**config.mk**
```make
export PLATFORM = sky130hd
export DESIGN_NAME = main
export DESIGN_NICKNAME = d
export VERILOG_FILES = /design/src/rtl/main.sv
export SDC_FILE = /design/constraint.sdc
export NUM_CORES = 1
export LEC_CHECK = 0
export CAP_MARGIN = 15
export CORE_ASPECT_RATIO = 1.1
export CORE_MARGIN = 5
export CORE_UTILIZATION = 45
export CTS_BUF_LIST = sky130_fd_sc_hd__clkbuf_8
export DETAILED_ROUTE_END_ITERATION = 16
export SYNTH_ARGS = -nofsm -noshare
export SYNTH_HDL_FRONTEND = slang
export SYNTH_SLANG_ARGS = --single-unit
```
**constraint.sdc**
```tcl
create_clock -name CLK -period 3.3 [get_ports CLK]
set_input_delay 0.66 -clock CLK [delete_from_list [all_inputs] [get_ports CLK]]
set_output_delay 0.66 -clock CLK [all_outputs]
set_load 0.005 [all_outputs]
```
**src/rtl/main.sv**
```systemverilog
`default_nettype none
// main: LED blinker; LED1 toggles every N clock cycles, LED2 is its complement.
// Revision 1.0
module main #(
  parameter int N = 6000000
) (
  input  logic CLK,
  input  logic RST,
  output logic LED1,
  output logic LED2
);

  localparam int W = (N > 1) ? $clog2(N) : 1;
  localparam logic [W-1:0] LAST = W'(N - 1);

  // Power-up values match the reset values so RST may be tied low.
  logic [W-1:0] cnt = '0;
  logic         led = 1'b0;

  always_ff @(posedge CLK) begin
    if (RST) begin
      cnt <= '0;
      led <= 1'b0;
    end else if (cnt == LAST) begin
      cnt <= '0;
      led <= ~led;
    end else begin
      cnt <= cnt + W'(1);
    end
  end

  assign LED1 = led;
  assign LED2 = ~led;

endmodule
`default_nettype wire

```
== Yosys cells after proc, flatten, opt, wreduce, memory -nomap -nowiden ==
Index checks and enable logic that the tools add are counted.

* Register bits: 24
* Bits in latches: 0
* Bits in writable memories: 0
* Bits in read-only memories: 0
* Input port bits: 2
* Logic and storage cells: 6
* Memories kept: 0

* $add $sub $neg: 1
* $mul: 0
* Divide/modulo/power cells: 0
* Order comparisons: 0
* Eq/ne operators: 1
* Shifts and indexed selects: 0
* Mux-type cells: 0
* Bitwise gates (word level): 1
* Reduce and logical (&&, ||, !) cells: 1

{| class="wikitable"
|+ Operator list
! kind !! number
|-
| 23-bit by 1-bit adder with 23-bit output (second input constant) || 1
|-
| 23-bit == test (second input constant) || 1
|-
| 2-bit OR reduction || 1
|-
| 1-bit inverter || 1
|}

== Depth between registers and ports, before layout ==
Gate-level depths: netlist of the first run.

* Word-level depth: 2
* Mapped depth: 6
* Mapped depth without buffers: 4

== Worst setup path before layout of the first run ==
Ideal clock, no wire load.

* Path type: reg2reg
* Start: reg cnt[2]
* End: reg cnt[12]
* Library setup time: 117 ps
* Data arrival time: 1294 ps
* Data required time: 3183 ps
* Path slack: 1889 ps
* Stages on the path, launching flop included: 7
* Buffers on the path: 2
* Period minus slack after synthesis: 1411 ps
* Cell sequence: dfxtp_1 > and4_4 > buf_12 > nand4_4 > o21bai_2 > buf_2 > nor2_1

* Word-level cells in the longest chain between the ends: 2
* Elaborated cells between the ends (all ways): 3
* Those cells by class: 1 x add/sub; 1 x eq/ne; 1 x reduce/logical

{| class="wikitable"
|+ Ends and longest elaborated chain
! item !! line !! source
|-
| from (decl) || 17 || <nowiki>logic [W-1:0] cnt = '0;</nowiki>
|-
| from (signal assigned) || 28 || <nowiki>cnt <= cnt + W'(1);</nowiki>
|-
| branches (longest 2 deep; another with 23-bit by 1-bit adder with 23-bit output) || - ||
|}

Several ways; the timed one is not identified.
A chain may end at the register's enable or synchronous reset.

== Final worst setup path of the first run ==
* Start: reg cnt[22]
* End: reg cnt[9]

* Word-level cells in the longest chain between the ends: 2

{| class="wikitable"
|+ Ends and longest elaborated chain
! item !! line !! source
|-
| 23-bit == test || 24 || <nowiki>end else if (cnt == LAST) begin</nowiki>
|-
| 2-bit OR reduction (no line) || - ||
|}

No other way between the ends.

==> summary.log, run 1 <==
[drt] Detailed Route WL 1.98 mm
[synthesis] proportion of synthesized chip area in sequential cells 42.1%
[sta] maximum clock frequency 0.516 GHz
[synthesis] combinational family with the most area after synthesis simple AND/OR/NAND/NOR gates
[global_routing] number of antenna violations at the first check in global routing 0
[drt] number of iterations in the first detailed-routing pass 4
[cts] clock slew at reported path FFs 0.08 ns
[global_routing] maximum number of pins on one net before global-route repair 23
[cells_and_area] nets 130
[cts] setup bufs post-CTS 0
[sta] final worst path period share 58.8%
[drt] count of unresolved DRC violations after routing 0
[sta] Final setup viols 0
[place] RePlAce Congestion 0.768
[global_routing] wire length of the first global-routing pass 3.72 mm
[synthesis] simple-gate portion of the synthesized area 32.8%
[synthesis] library cells used by synthesis 24
[cts] hold buffer count at cts 0
[cts] H-tree levels 1
[sta] max-slew violation total from the final report 0
[setup_path] critical register-to-register path startpoint cnt[22]
[setup_path] worst setup path end cnt[9]
[drt] via count 842
[cells_and_area] share of layout cells above drive strength 1 7.20%
[synthesis] synthesized netlist net count 128
[pwr] cell internal power dissipation 379 uW
[global_routing] GRT Total Usage 13.5%
[pwr] fraction of power consumed by combinational cells 3.1%
[global_routing] grt ovf 0
[cts] CTS tree yes
[synthesis] Post-Synth Adder-Cell Area 1.10%
[cts] source-to-sink clock delay at the later pin of the worst-skew pair 0.26 ns
[synthesis] total of flip-flops plus latches after synthesis 24
[setup_path] maximum net fanout on the critical path 22
[pwr] fraction of power spent switching nets 20.4%
[cells_and_area] Area Overhead vs Synth 5.59%
[cts] root buf cell clkbuf_8
[sta] minimum setup slack in the final design 1.36 ns
[pwr] net load switching power 97.3 uW
[setup_path] startpoint type of the worst setup path flip-flop
[sta] post-route clock skew 0.00344 ns
[floorplan] initial standard-cell utilization of the core 46.2%
[setup_path] setup slack, reg-to-reg 1.36 ns
[sta] unrepaired setup endpoints after global routing false
[cts] clock sinks 24
[drt] average wire per cell in the routed design 12.7 um
[setup_path] cells on worst reg2reg path 4
[sta] min Tclk post-route 1.94 ns
[cells_and_area] most frequent standard cell in the layout excluding fill and tap cells dfxtp_1
[setup_path] worst setup path class reg -> reg
[synthesis] mux contribution to synthesized area 0%
[cells_and_area] number of diodes added for antenna fixing 0
[setup_path] end of the worst register-to-register path cnt[9]
[setup_path] delay of the slowest critical-path stage 0.72 ns
[setup_path] arrival time at the worst endpoint 2.06 ns
[pwr] Worst IR Drop VDD 271 uV
[synthesis] mean area per synthesized cell 9.13 um2
[floorplan] Ports 4
[floorplan] vertical die dimension 62.8 um
[synthesis] Netlist Area Pre-Place 1140 um2
[cts] post-cts gate resize count 0
[place] pre-CTS setup slack 1.35 ns
[pwr] Clk pwr share 35.0%
[run] Max Cap Violations 0
[cells_and_area] number of filler instances in the final layout 255
[drt] antenna-violating nets left 0
[cts] Inserted Clock Buffers 3
[place] detailed-placement wirelength estimate 1.43 mm
[pwr] proportion of power drawn by flip-flops and latches 61.9%
[cells_and_area] commonest cells after routing, fill and taps aside dfxtp_1, nor2_1
[run_status] outcome finished clean
[place] count of input and output buffers 3
[setup_path] Worst setup startpoint cnt[22]
[synthesis] area fraction in compound gates after synthesis 9.76%
[setup_path] critical path data required time 3.42 ns
[drt] via density per instance 5.40
[sta] final hold violations 0
[setup_path] kind of end point of the critical path flip-flop
[synthesis] Synth Area in XOR/XNOR 9.21%
[pwr] ratio of total power to cell area 395 nW/um2
[sta] transition at the pin with the smallest max-transition slack 0.861 ns
[floorplan] die extent in x 58.0 um
[global_routing] number of global-route vias before repair 820
[floorplan] Cell Rows 19
[setup_path] critical path, cell by cell nor4bb_1, nand4_1, o21bai_2, nor2_1
[pwr] leakage power 0.418 nW
[sta] Setup TNS 0 ns
[floorplan] overall die area 3640 um2
[floorplan] core area 2470 um2
[synthesis] cell count after synthesis 125
[synthesis] synth warn 0
[worst_hold_path] Hold/Removal Path Class reg -> reg
[cts] CTS Buffer Depth 2
[drt] violation count after the first detailed-route iteration 43
[setup_path] Slowest cell on crit path o21bai_2
[sta] worst max-slew margin expressed relative to the limit 42.6%
-- layer usage --
metal  track usage (%)  wire [um]  up-vias
met4              10.4         65        0
met5                 0          0        -
met1              16.8        921      391
li1                  -          -      441
met3              2.48         35        4
met2              19.9        961        6
-- area by class of cell --
cell class / instances / area (um2) / area share (%)
Timing Repair Buffer: 3 / 30.0 / 2.49
Sequential cell: 24 / 480 / 39.9
Multi-Input combinational cell: 92 / 603 / 50.1
Clock buffer: 3 / 41.3 / 3.43
Inverter: 3 / 11.3 / 0.935
Tap cell: 31 / 38.8 / 3.22
-- power by group through the flow --
stage / clock, mW / combinational [mW] / sequential (mW)
2_1_floorplan: 0 / 0.0123 / 0.301
3_3_place_gp: 0 / 0.0149 / 0.302
3_5_place_dp: 0 / 0.0151 / 0.302
4_1_cts: 0.177 / 0.0151 / 0.295
5_1_grt: 0.191 / 0.0169 / 0.296
6_report: 0.167 / 0.0147 / 0.295
-- worst max-delay path, delay by kind of cell (launching register included) --
kind,cells,cell delay [ns]
flip-flops,1,0.36
AND/OR/NAND/NOR,3,0.72
AO/OA/AOI/OAI,1,0.72
-- state kept, by name, summed over array words and instances, names as in the netlist --
signal	count
LED1	1
cnt	23
-- Yosys cell counts --
| library cell | instances | share of area [%] |
|---|---|---|
| inv_1 | 3 | 0.99 |
| nand4_1 | 8 | 4.4 |
| ha_1 | 1 | 1.1 |
| and4_1 | 3 | 2.3 |
| buf_2 | 3 | 1.3 |
| o21ai_0 | 10 | 4.4 |
| nor4bb_1 | 1 | 0.88 |
| and2_1 | 3 | 1.6 |
| buf_12 | 1 | 1.8 |
| buf_4 | 1 | 0.66 |
| and4_4 | 1 | 0.99 |
| xor2_1 | 10 | 7.7 |
| o21bai_2 | 1 | 0.99 |
| nand2_1 | 5 | 1.6 |
| and3_1 | 1 | 0.55 |
| nand4_4 | 3 | 5.6 |
| a21oi_1 | 10 | 4.4 |
| nand3_1 | 7 | 3.1 |
| nor4b_2 | 1 | 1.3 |
| xnor2_1 | 2 | 1.5 |
| nor2_1 | 15 | 4.9 |
| clkbuf_1 | 1 | 0.33 |
| dfxtp_1 | 24 | 42 |
| or3_1 | 10 | 5.5 |
-- worst min path at each step --
stage | start | endpoint | slack [ns] | cells after the start
floorplan | cnt[0] | cnt[0] | 0.41 | 1
global placement | cnt[0] | cnt[0] | 0.42 | 1
detailed placement | cnt[0] | cnt[0] | 0.44 | 1
CTS | cnt[0] | cnt[0] | 0.45 | 1
global route | cnt[0] | cnt[0] | 0.48 | 1
finish | cnt[0] | cnt[0] | 0.44 | 1
-- kinds of logic (layout without fill, tap and decap cells) --
kind of cell | after synthesis | in the layout
AOI/OAI and AO/OA | 21 | 21
buffers and inverters | 9 | 9
adders and majority gates | 1 | 1
DFF | 24 | 24
xor gates and xnor gates | 12 | 12
and+or+nand+nor | 58 | 58
-- metrics by stage --
| step | utilization (%) | instance area, um2 | cells | total power [mW] | hold slack [ns] |
|---|---|---|---|---|---|
| 3_3_place_gp | 47.1 | 1160 | 153 | 0.317 | 0.419 |
| 4_1_cts | 48.7 | 1200 | 156 | 0.487 | 0.451 |
| 6_report | 48.7 | 1200 | 156 | 0.477 | 0.443 |
| 3_5_place_dp | 47.1 | 1160 | 153 | 0.317 | 0.440 |
| 5_1_grt | 48.7 | 1200 | 156 | 0.504 | 0.479 |
| 2_1_floorplan | - | 1140 | 125 | 0.313 | 0.413 |
No activity file was read; power rests on OpenSTA's default activity.
==> inputs of run 2 (changes only) <==
==> constraint.sdc (replaced) <==
create_clock -name CLK -period 1.55 [get_ports CLK]
set_input_delay 0.31 -clock CLK [delete_from_list [all_inputs] [get_ports CLK]]
set_output_delay 0.31 -clock CLK [all_outputs]
set_load 0.005 [all_outputs]
==> summary.log, run 2 (same netlist as run 1, synthesis figures left out) <==
[cells_and_area] Area Overhead vs Synth 16.9%
[global_routing] number of global-route vias before repair 874 [+6.6%]
[setup_path] startpoint type of the worst setup path flip-flop
[place] RePlAce Congestion 0.796 [+3.7%]
[cts] clock sinks 24 [unchanged]
[global_routing] most heavily used metal layer in global routing met2
[cells_and_area] share of layout cells above drive strength 1 20.6% [+13 points]
[run_status] outcome finished clean
[global_routing] global-route met3 utilization 2.48% [unchanged]
[sta] max-slew violation total from the final report 0 [unchanged]
[cts] CTS tree yes
[cells_and_area] Largest register FFs 23 [unchanged]
[cts] clock slew at reported path FFs 0.08 ns [about the same]
[setup_path] delay of the slowest critical-path stage 0.41 ns [-0.31 ns]
[drt] antenna-violating nets left 0 [unchanged]
[place] count of input and output buffers 3 [unchanged]
[place] placed instance area 1240 um2 [+6.2%]
[cts] hold buffer count at cts 0 [unchanged]
[setup_path] Top Family by Delay on Critical Path simple AND/OR/NAND/NOR gates
[drt] number of iterations in the first detailed-routing pass 4 [unchanged]
[cells_and_area] Top reg by flops cnt
[global_routing] GR Util met1 15.1% [-1.6 points]
[global_routing] GRT Total Usage 12.9% [-0.50 points]
[drt] violation count after the first detailed-route iteration 22 [-49%]
[floorplan] initial standard-cell utilization of the core 46.2% [unchanged]
[pwr] leakage power 0.483 nW [+16%]
[floorplan] vertical die dimension 62.8 um [unchanged]
[floorplan] Ports 4 [unchanged]
[setup_path] critical path, cell by cell and4_2, nand4_4, or3_1, a21oi_1
[floorplan] die extent in x 58.0 um [unchanged]
[floorplan] Cell Rows 19 [unchanged]
[cells_and_area] nets 140 [+7.7%]
[sta] Setup TNS 0 ns [unchanged]
[sta] transition at the pin with the smallest max-transition slack 0.314 ns [-0.547 ns]
[cells_and_area] Layout Cell Area excl Fill 1330 um2 [+11%]
[cts] source-to-sink clock delay at the later pin of the worst-skew pair 0.26 ns [about the same]
[floorplan] core area 2470 um2 [unchanged]
[drt] via count 895 [+6.3%]
[setup_path] worst setup path class reg -> reg
[setup_path] kind of end point of the critical path flip-flop
[sta] post-route clock skew 0.00256 ns [-0.000883 ns]
[worst_hold_path] Hold/Removal Path Class reg -> reg
[drt] via density per instance 5.36 [-0.71%]
[setup_path] maximum net fanout on the critical path 8 [-64%]
[cells_and_area] most frequent standard cell in the layout excluding fill and tap cells dfxtp_1
[cts] root buf cell clkbuf_8
[sta] worst max-slew margin expressed relative to the limit 79.0% [+36 points]
[cts] H-tree levels 1 [unchanged]
[cells_and_area] number of filler instances in the final layout 237 [-7.1%]
[sta] maximum clock frequency 0.685 GHz [+33%]
[sta] Final setup viols 0 [unchanged]
[setup_path] arrival time at the worst endpoint 1.66 ns [-0.40 ns]
[cts] CTS Buffer Depth 2 [unchanged]
[cells_and_area] number of diodes added for antenna fixing 0 [unchanged]
[global_routing] met2 track demand over resource 22.2% [+2.3 points]
[drt] count of unresolved DRC violations after routing 0 [unchanged]
[setup_path] Slowest cell on crit path dfxtp_1
[global_routing] wire length of the first global-routing pass 3.73 mm [+0.19%]
[place] detailed-placement wirelength estimate 1.59 mm [+11%]
[pwr] Worst IR Drop VDD 554 uV [+100%]
[floorplan] overall die area 3640 um2 [unchanged]
[cells_and_area] commonest cells after routing, fill and taps aside dfxtp_1, nor2_1
[run] Max Cap Violations 0 [unchanged]
[setup_path] critical path data required time 1.75 ns [-1.67 ns]
[pwr] ratio of total power to cell area 818 nW/um2 [+110%]
[cts] Inserted Clock Buffers 3 [unchanged]
[drt] Detailed Route WL 2.16 mm [+9.0%]
[global_routing] maximum number of pins on one net before global-route repair 23 [unchanged]
[sta] final hold violations 0 [unchanged]
[drt] average wire per cell in the routed design 12.9 um [+1.8%]
[sta] min Tclk post-route 1.46 ns [-0.479 ns]
[global_routing] number of antenna violations at the first check in global routing 0 [unchanged]
[setup_path] Critical path buffers and inverters 0 [unchanged]
[global_routing] grt ovf 0 [unchanged]
[sta] unrepaired setup endpoints after global routing true
[sta] final worst path period share 94.2% [+35 points]
[run 2: changes by cell type in the layout (fill, tap and decap cells not counted), sizes merged]
cell | previous run | this run
buf | 0 | 10
clkbuf | 3 | 4
[run 2: worst paths after layout]
check,depth (start not counted),start,endpoint,slack (ns)
min reg2reg,1,cnt[0],cnt[0],0.45
max reg2reg,4,cnt[12],cnt[19],0.09
max,4,cnt[12],cnt[19],0.09
min,1,cnt[0],cnt[0],0.45
[run 2: cell type report]
type | count | area, um2 | share of cell area (%)
clock buffer | 4 | 55.1 | 4.13
inverter | 3 | 11.3 | 0.844
multi-input combinational | 92 | 627 | 47.0
sequential | 24 | 484 | 36.3
tap | 31 | 38.8 | 2.91
timing repair buffer | 13 | 118 | 8.82
[run 2: stage by stage]
step / hold slack [ns] / worst slack [ns] / util (%) / power (mW) / cells
floorplan: 0.379 / 0.139 / - / 0.667 / 125
global placement: 0.428 / 0.0866 / 50.0 / 0.686 / 161
detailed placement: 0.438 / 0.0286 / 50.0 / 0.688 / 161
CTS: 0.456 / 0.00952 / 52.2 / 1.11 / 165
global route: 0.486 / -0.0171 / 53.9 / 1.14 / 167
finish: 0.452 / 0.0896 / 53.9 / 1.09 / 167
[run 2: worst register-to-register path: cells and delay by family, from the launching register on]
family	cells	cell delay, ns
AO/OA/AOI/OAI	1	0.14
flip-flops	1	0.41
AND/OR/NAND/NOR	3	0.84
[run 2: power by group]
part | internal, mW | switching [mW]
logic | 0.0215 | 0.0261
registers | 0.622 | 0.00381
clock network | 0.227 | 0.190
[run 2: per-layer routing]
layer | routed length (um) | vias up
li1 | - | 464
met5 | 0 | -
met4 | 40 | 0
met2 | 1100 | 12
met1 | 956 | 414
met3 | 69 | 5
[run 2: what timing repair did]
item                       4_1_cts  5_1_grt
resized for setup                0       10
setup endpoints to repair        0       23
setup buffers                    0        2
==> inputs of run 3 (changes only) <==
--- a/config.mk
+++ b/config.mk
@@ -11,6 +11,7 @@
 export CORE_UTILIZATION = 45
 export CTS_BUF_LIST = sky130_fd_sc_hd__clkbuf_8
 export DETAILED_ROUTE_END_ITERATION = 16
+export MAX_ROUTING_LAYER = met4
 export SYNTH_ARGS = -nofsm -noshare
 export SYNTH_HDL_FRONTEND = slang
 export SYNTH_SLANG_ARGS = --single-unit
==> summary.log, run 3 (same netlist as run 1, synthesis figures left out) <==
[setup_path] cells on worst reg2reg path 4 [unchanged]
[sta] worst max-slew margin expressed relative to the limit 79.0% [about the same]
[global_routing] number of antenna violations at the first check in global routing 0 [unchanged]
[floorplan] overall die area 3640 um2 [unchanged]
[place] count of input and output buffers 3 [unchanged]
[sta] unrepaired setup endpoints after global routing true
[cts] Inserted Clock Buffers 3 [unchanged]
[sta] max-slew violation total from the final report 0 [unchanged]
[floorplan] vertical die dimension 62.8 um [unchanged]
[run_status] outcome finished clean
[worst_hold_path] worst hold endpoint cnt[0]
[drt] count of unresolved DRC violations after routing 0 [unchanged]
[global_routing] grt ovf 0 [unchanged]
[cells_and_area] Area Overhead vs Synth 16.9% [unchanged]
[cts] root buf cell clkbuf_8
[floorplan] die extent in x 58.0 um [unchanged]
[setup_path] worst setup path class reg -> reg
[place] detailed-placement wirelength estimate 1.59 mm [unchanged]
[cts] hold buffer count at cts 0 [unchanged]
[cts] H-tree levels 1 [unchanged]
[cells_and_area] commonest cells after routing, fill and taps aside dfxtp_1, nor2_1
[worst_hold_path] startpoint of the tightest hold check path cnt[0]
[floorplan] core area 2470 um2 [unchanged]
[floorplan] Cell Rows 19 [unchanged]
[drt] via count 894 [-0.11%]
[drt] Detailed Route WL 2.16 mm [unchanged]
[setup_path] startpoint type of the worst setup path flip-flop
[setup_path] end of the worst register-to-register path cnt[19]
[setup_path] setup slack, reg-to-reg 0.09 ns [about the same]
[cells_and_area] Largest register FFs 23 [unchanged]
[cts] source-to-sink clock delay at the later pin of the worst-skew pair 0.26 ns [about the same]
[setup_path] critical register-to-register path startpoint cnt[12]
[worst_hold_path] Hold/Removal Path Class reg -> reg
[sta] minimum setup slack in the final design 0.0884 ns [-0.00119 ns]
[drt] violation count after the first detailed-route iteration 24 [+9.1%]
[run] Max Cap Violations 0 [unchanged]
[sta] Final setup viols 0 [unchanged]
[sta] final hold violations 0 [unchanged]
[cts] CTS tree yes
[cells_and_area] share of layout cells above drive strength 1 20.6% [unchanged]
[setup_path] maximum net fanout on the critical path 8 [unchanged]
[cells_and_area] most frequent standard cell in the layout excluding fill and tap cells dfxtp_1
[drt] number of iterations in the first detailed-routing pass 4 [unchanged]
[cells_and_area] Top reg by flops cnt
[drt] via density per instance 5.35 [-0.11%]
[setup_path] critical path data required time 1.75 ns [about the same]
[cts] clock sinks 24 [unchanged]
[setup_path] kind of end point of the critical path flip-flop
[setup_path] arrival time at the worst endpoint 1.66 ns [about the same]
[global_routing] maximum number of pins on one net before global-route repair 23 [unchanged]
[floorplan] Ports 4 [unchanged]
[cells_and_area] nets 140 [unchanged]
[pwr] Worst IR Drop VDD 556 uV [+0.29%]
[pwr] leakage power 0.483 nW [unchanged]
[place] RePlAce Congestion 0.807 [+1.4%]
[cells_and_area] number of filler instances in the final layout 237 [unchanged]
[pwr] ratio of total power to cell area 816 nW/um2 [-0.17%]
[sta] post-route clock skew 0.00162 ns [-0.000937 ns]
[global_routing] number of global-route vias before repair 874 [unchanged]
[global_routing] GRT Total Usage 13.3% [+0.35 points]
[cells_and_area] Post-Layout Cell Count 167 [unchanged]
[drt] average wire per cell in the routed design 12.9 um [unchanged]
[worst_hold_path] number of cells traversed by the worst hold path 1 [unchanged]
[cts] clock slew at reported path FFs 0.08 ns [about the same]
[sta] final worst path period share 94.3% [about the same]
[place] pre-CTS setup slack 0.0286 ns [unchanged]
[global_routing] wire length of the first global-routing pass 3.73 mm [unchanged]
[sta] min Tclk post-route 1.46 ns [+0.00119 ns]
[sta] transition at the pin with the smallest max-transition slack 0.314 ns [-0.0000288 ns]
[cells_and_area] number of diodes added for antenna fixing 0 [unchanged]
[floorplan] initial standard-cell utilization of the core 46.2% [unchanged]
[cts] CTS Buffer Depth 2 [unchanged]
[drt] antenna-violating nets left 0 [unchanged]
[cells_and_area] core occupancy in the finished layout 53.9% [unchanged]
[sta] maximum clock frequency 0.684 GHz [about the same]
[place] # placed instances 161 [unchanged]
[run 3: cell counts in the layout (fill, tap and decap cells not counted)]
Identical to the previous run, type by type.
[run 3: worst max-delay path, cell delays in order (launching register included)]
cell	delay (ns)
dfxtp_1	0.41
and4_2	0.32
nand4_4	0.15
or3_1	0.37
a21oi_1	0.15
[run 3: area by class of cell]
type	instances	area, um2	area share [%]
clock buffers	4	55.1	4.13
well taps	31	38.8	2.91
inverters	3	11.3	0.844
multi-input cells	92	627	47.0
repair buffers	13	118	8.82
flip-flops and latches	24	484	36.3
[run 3: through the flow]
stage	total power, mW	hold WS (ns)	instance area, um2	TNS, ns
final	1.09	0.452	1330	0
after global routing	1.14	0.486	1330	-0.0355
after CTS	1.11	0.456	1290	0
after detailed placement	0.688	0.438	1240	0
after global placement	0.686	0.428	1240	0
after floorplan	0.667	0.379	1140	0
[run 3: worst max path at each step]
stage	startpoint	slack [ns]	to	cells past startpoint
floorplan	cnt[2]	0.14	cnt[12]	6
global placement	cnt[7]	0.09	cnt[19]	4
detailed placement	cnt[7]	0.03	cnt[21]	4
CTS	cnt[7]	0.01	cnt[19]	4
global route	cnt[12]	-0.02	cnt[21]	4
finish	cnt[12]	0.09	cnt[19]	4
[run 3: power by group]
group	internal, mW	leakage (nW)	switching, mW
Combinational	0.0215	0.259	0.0258
Sequential	0.622	0.195	0.00381
Clock	0.226	0.0288	0.189
[run 3: per-layer routing]
metal  up-vias  GRT usage (%)  part of all wire (%)
li1        464              -                     -
met1       421           15.1                    45
met2         7           22.2                    52
met3         2           2.48                   2.6
met4         0           6.09                  0.74
met5         -              -                     0
[run 3: repair_timing]
action | in CTS | in global routing
gates resized for setup | 0 | 10
buffers inserted | 0 | 2
setup endpoints to repair | 0 | 23
